## src/rtl/fetch_stage_ctrl.sv

```systemverilog
// Fetch stage: program counter, IF/ID pipeline register and consecutive-stall watchdog.
// Optional total-stall counter on Stall_Count is enabled by defining STALL_COUNT_EN.
module fetch_stage_ctrl #(
    parameter logic [31:0] RESET_PC    = 32'h0000_0000,
    parameter logic [31:0] NOP_WORD    = 32'h0000_0000,
    parameter int          STALL_LIMIT = 16
) (
    input  logic        Clock,
    input  logic        Reset_n,
    input  logic        Stall_PC,
    input  logic        Stall_ID,
    input  logic        Branch_Taken,
    input  logic [31:0] Branch_Target,
    input  logic [31:0] Instruction_In,
    output logic [31:0] PC_Out,
    output logic [31:0] IFID_Instruction,
    output logic [31:0] IFID_PCPlus4,
    output logic        IFID_Valid,
    output logic        Stall_Timeout,
    output logic [31:0] Stall_Count
);

    localparam int              RUN_W   = $clog2(STALL_LIMIT) + 1;
    localparam logic [RUN_W-1:0] RUN_MAX = RUN_W'(STALL_LIMIT);

    logic [31:0]      pc_q, pc_d;
    logic [31:0]      ifidInstr_q, ifidInstr_d;
    logic [31:0]      ifidPc4_q, ifidPc4_d;
    logic             ifidValid_q, ifidValid_d;
    logic [RUN_W-1:0] runCnt_q, runCnt_d;
    logic             timeout_q, timeout_d;
    logic             stall;
    logic [31:0]      pcPlus4;
    logic             unusedTargetBits;

    // A mismatched stall pair is treated as a full stall so nothing is dropped or duplicated.
    assign stall            = Stall_PC | Stall_ID;
    assign pcPlus4          = pc_q + 32'd4;
    assign unusedTargetBits = ^Branch_Target[1:0];

    always_comb begin
        pc_d        = pc_q;
        ifidInstr_d = ifidInstr_q;
        ifidPc4_d   = ifidPc4_q;
        ifidValid_d = ifidValid_q;
        if (stall) begin
            pc_d = pc_q;
        end else if (Branch_Taken) begin
            pc_d        = {Branch_Target[31:2], 2'b00};
            ifidInstr_d = NOP_WORD;
            ifidPc4_d   = 32'd0;
            ifidValid_d = 1'b0;
        end else begin
            pc_d        = pcPlus4;
            ifidInstr_d = Instruction_In;
            ifidPc4_d   = pcPlus4;
            ifidValid_d = 1'b1;
        end
    end

    // Run counter saturates at the limit; the timeout flag is sticky until reset.
    always_comb begin
        runCnt_d  = '0;
        timeout_d = timeout_q;
        if (stall) begin
            runCnt_d = (runCnt_q == RUN_MAX) ? runCnt_q : runCnt_q + 1'b1;
        end
        if (runCnt_d == RUN_MAX) begin
            timeout_d = 1'b1;
        end
    end

    always_ff @(posedge Clock) begin
        if (!Reset_n) begin
            pc_q        <= RESET_PC;
            ifidInstr_q <= NOP_WORD;
            ifidPc4_q   <= 32'd0;
            ifidValid_q <= 1'b0;
            runCnt_q    <= '0;
            timeout_q   <= 1'b0;
        end else begin
            pc_q        <= pc_d;
            ifidInstr_q <= ifidInstr_d;
            ifidPc4_q   <= ifidPc4_d;
            ifidValid_q <= ifidValid_d;
            runCnt_q    <= runCnt_d;
            timeout_q   <= timeout_d;
        end
    end

`ifdef STALL_COUNT_EN
    logic [31:0] stallCount_q;

    always_ff @(posedge Clock) begin
        if (!Reset_n) begin
            stallCount_q <= 32'd0;
        end else if (stall) begin
            stallCount_q <= stallCount_q + 32'd1;
        end
    end

    assign Stall_Count = stallCount_q;
`else
    assign Stall_Count = 32'd0;
`endif

    assign PC_Out           = pc_q;
    assign IFID_Instruction = ifidInstr_q;
    assign IFID_PCPlus4     = ifidPc4_q;
    assign IFID_Valid       = ifidValid_q;
    assign Stall_Timeout    = timeout_q;

endmodule

```

## config.mk

```make
export PLATFORM = sky130hd
export DESIGN_NAME = fetch_stage_ctrl
export DESIGN_NICKNAME = d
export VERILOG_FILES = /design/src/rtl/fetch_stage_ctrl.sv
export SDC_FILE = /design/constraint.sdc
export NUM_CORES = 1
export LEC_CHECK = 0
export ABC_AREA = 1
export BUFFER_PORTS_ARGS = -buffer_cell sky130_fd_sc_hd__buf_2
export CAP_MARGIN = 10
export CORE_ASPECT_RATIO = 0.7
export CORE_MARGIN = 5
export CORE_UTILIZATION = 48
export DETAILED_ROUTE_END_ITERATION = 8
export PLACE_DENSITY = 0.8
export REMOVE_ABC_BUFFERS = 1
export SLEW_MARGIN = 20
export SYNTH_ARGS = -nofsm -noshare
export SYNTH_HDL_FRONTEND = slang
export SYNTH_SLANG_ARGS = --single-unit
```

## constraint.sdc

```tcl
create_clock -name Clock -period 1.9 [get_ports Clock]
set_input_delay 0.38 -clock Clock [delete_from_list [all_inputs] [get_ports Clock]]
set_output_delay 0.38 -clock Clock [all_outputs]
set_load 0.01 [all_outputs]
```

# After elaboration in Yosys (flattened, before gate mapping)
# Index checks and enable logic that the tools add are counted.
# Widths: inputs -> output; s select.
# totals
reg_bits	103
latchBits	0
mem_bits_rw	0
mem_bits_ro	0
input_bits	69
output_inout_bits	130
word_cells	17
mem_count	0
# op_classes
n_addsub	2
multipliers	0
div	0
magnitude_cmp	0
eq_ne	2
shift	0
n_mux	6
bitwise_logic	1
n_reduce_logical	0
# ops
op	count
$mux 32	3
$add 32x3->32 const B	1
$eq 5x5->1 const B	2
$mux 5	2
$add 5x1->5 const B	1
$mux 1	1
$or 1x1->1	1

# Depth between registers and ports, before layout
# logic_depth
word_depth	4
ltp_mapped	12
depth_no_buf	12

# Least setup slack after synthesis
# No wires, ideal clock.
# synth_timing
kind	register -> register
from	register pc_q[2] (netlist: PC_Out[2])
to	register pc_q[16] (netlist: PC_Out[16])
setup_time_ns	0.109
arrival_ns	1.375
t_required_ns	1.791
slack_ns	0.416
path_stages_with_launch	13
n_path_buf	0
period_less_slack_ns	1.484
path_cell_list	dfxtp_1 > ha_1 > nand2_1 > nor2_4 > inv_1 > nor2_2 > nand3_1 > nand2_1 > nand2_1 > nand2_1 > nand3_1 > nand2_1 > inv_1
# synth_between
elab_chain_len	2
# synth_lines
element	line_no	source
start, declared	26	logic [31:0] pc_q, pc_d;
start signal, assigned	82	pc_q <= pc_d;
$add 32x3->32	38	assign pcPlus4 = pc_q + 32'd4;
$mux 32	48	end else if (Branch_Taken) begin
# No other way between the ends.
# A chain may end at the register's enable or synchronous reset.

# Worst setup path after layout
# layout_timing
from	register pc_q[3] (netlist: PC_Out[3])
to	register pc_q[24] (netlist: PC_Out[24])
# Same word-level chain as after synthesis.

==> impl_metrics.toml <==
[placed_design]
dp_hpwl_um = 10040
place_inst = 937
gp_congestion = 0.9189
dp_slack_ps = 265.4
io_buffers = 162

[grt]
grt_pass1_wl_um = 20690
gr-total-overflow = 0
grt_pass1_vias = 4287
grt_usage_pct = 21.11
grt_max_degree = 53
antenna_found_initial = 0

[clocking]
cts_max_level = 3
cts_buffers = 9
clock_sinks = 100
cts_tree = "yes"
cts-root-buf = "clkbuf_16"
cts_resized = 0
post-cts-setup-buffers = 0
clk_latency_ps = 350
cts_buffer_depth = 2
hold_buffers = 0
path_clk_slew_ps = 80

[pwr]
p_leak_nw = 3.035
power.density_mw_per_mm2 = 806.9
peakVddDrop_mv = 0.4708

[drt]
wl_met2_um = 5834
num_vias = 4654
postRouteAntennaNets = 0
drt_wl_total_um = 13200
m1WireLength_um = 5979
drc = 0
drt_iter0_markers = 269
wl_per_cell_um = 13.85
met3WireLength_um = 1162
vias_per_cell = 4.884
first_pass_iters = 5
top_layer_used = "met4"

[worst_setup_path]
critPathMaxFanout = 5
critPathKind = "reg -> reg"
required_ps = 2150
start_kind = "flip-flop"
crit_arrival_ps = 1910
r2r_cells = 12
critPathCaptureType = "flip-flop"

[floorplanning]
die_w_um = 130.1
fp.coreArea_mm2 = 0.009759
fp-row-count = 30
ios = 199
die_h_um = 94.08
die_area_mm2 = 0.01224
start_util_pct = 49.67

[timing]
fin_ws_ps = 237.1
fin_skew_ps = 9.152
fin_crit_ps = 1663
finalSetupViolCount = 0
hold_viol = 0
period_share_pct = 87.52
rsz0062_at_grt = "false"
tns_ps = 0
timing.fmax_mhz = 601.3
drv_slew = 0

[layout]
antenna_cells = 0
layout.nets = 892
drive_above_1_share_pct = 26.79
utilization_pct = 61.42
area_delta_synth_final_pct = 23.67
fin_cells = 953

[flow_run]
max-cap-violations = 0

[synthesis]
synth_top_area_share_pct = 41.30
ys_warn_count = 0
yosys_register_bits = 100
synthTopCellsByArea = "dfxtp_1 41%, nand2_1 12%, nand3_1 6.1%, a22o_1 5.8%, buf_4 5.7%"
yosysTopAreaCell = "dfxtp_1"
syn_avg_cell_area_um2 = 7.311
ys_seq_area_share_pct = 41.30
syn_inst = 663
yosysUniqueCellTypes = 33
synth_area_mm2 = 0.004847

[min_path]
hp-class = "in -> reg"
min_path_cells = 2

[status]
outcome = "finished, final reports clean"
## worst paths after layout
kind         slack (ps)          startpoint              endpoint
max                 240           PC_Out[3]            PC_Out[24]
min                 230  Instruction_In[10]  IFID_Instruction[10]
max reg2reg         240           PC_Out[3]            PC_Out[24]
min reg2reg         440       Stall_Timeout         Stall_Timeout
## layer usage
metal	up-vias	global-route usage [%]
met5	-	0
met3	19	6.023
met4	0	6.228
li1	2411	-
met1	2070	29.34
met2	154	31.74
## metrics by stage
stage                     instance area (um2)  hold WS, ps  power (mW)
after CTS                                5995        223.3       4.857
after floorplan                          4556        466.6       2.646
after detailed placement                 5682        429.6       2.955
after global routing                     5995        224.2       5.035
after global placement                   5682        428.1       2.944
final                                    5995        230.3       4.837
## registers in the layout, summed over array words and instances (netlist names)
signal	count
IFID_Instruction	32
runCnt_q	5
IFID_Valid	1
Stall_Timeout	1
IFID_PCPlus4	31
PC_Out	30
## synth_stat cells
cell type,instances
dfxtp_1,100
a22o_1,32
xor2_1,4
nand3_1,59
nor2_8,1
nor3_4,1
clkbuf_4,1
a221oi_1,1
buf_4,37
inv_1,64
nand2_4,1
nor2_2,7
ha_1,3
a21oi_1,55
nor3_2,1
conb_1,1
o21ai_1,1
inv_2,3
nand4_1,2
nor2_1,43
buf_1,1
xnor2_1,1
clkbuf_1,17
nand2_2,5
nand2_1,155
a31o_2,1
nor2_4,5
buf_2,8
nor3_1,4
nand3b_1,1
buf_6,2
o21ai_0,39
o211ai_1,7
## critical path, cell delays in order, from the launching register on
cell     delay, ps
dfxtp_1        380
ha_1           180
nand2_1        100
nor2_4         150
inv_1           80
nor2_2         200
nand2_1         80
nand2_1         60
nand2_1         50
nand2_1         80
nand3_1         90
nand2_1         60
inv_1           40
## cells by family after synthesis
kind of cell,synth area share (%)
and+or+nand+nor,26.15
buffers and inverters,13.76
xor gates and xnor gates,0.9034
adders and majority gates,0.7745
other,0.07737
AOI/OAI and AO/OA,17.04
DFF,41.30
## layout make-up
type	instances	area, um2
Fill cell	933	3765
Multi-Input combinational cell	463	2305
Inverter	67	251.5
Timing Repair Buffer	179	963.4
Tap cell	128	160.2
Clock inverter	7	87.58
Sequential cell	100	2002
Clock buffer	9	225.2
## cell usage in the layout (no fill, tap or decap), drive strengths merged, types with 4 or more instances in the layout
master	n
nand2	161
nand3	59
nor2	56
a21oi	55
conb	34
o21ai	40
clkbuf	9
nor3	6
buf	179
inv	73
dfxtp	100
o211ai	7
xor2	4
a22o	32
## power breakdown
| part | switching, mW | internal (mW) | total [mW] |
|---|---|---|---|
| Combinational | 0.374 | 0.247 | 0.621 |
| Sequential | 0.0926 | 2.20 | 2.29 |
| Clock | 0.864 | 1.06 | 1.92 |
Note: power is estimated with default switching activity, not from simulation.
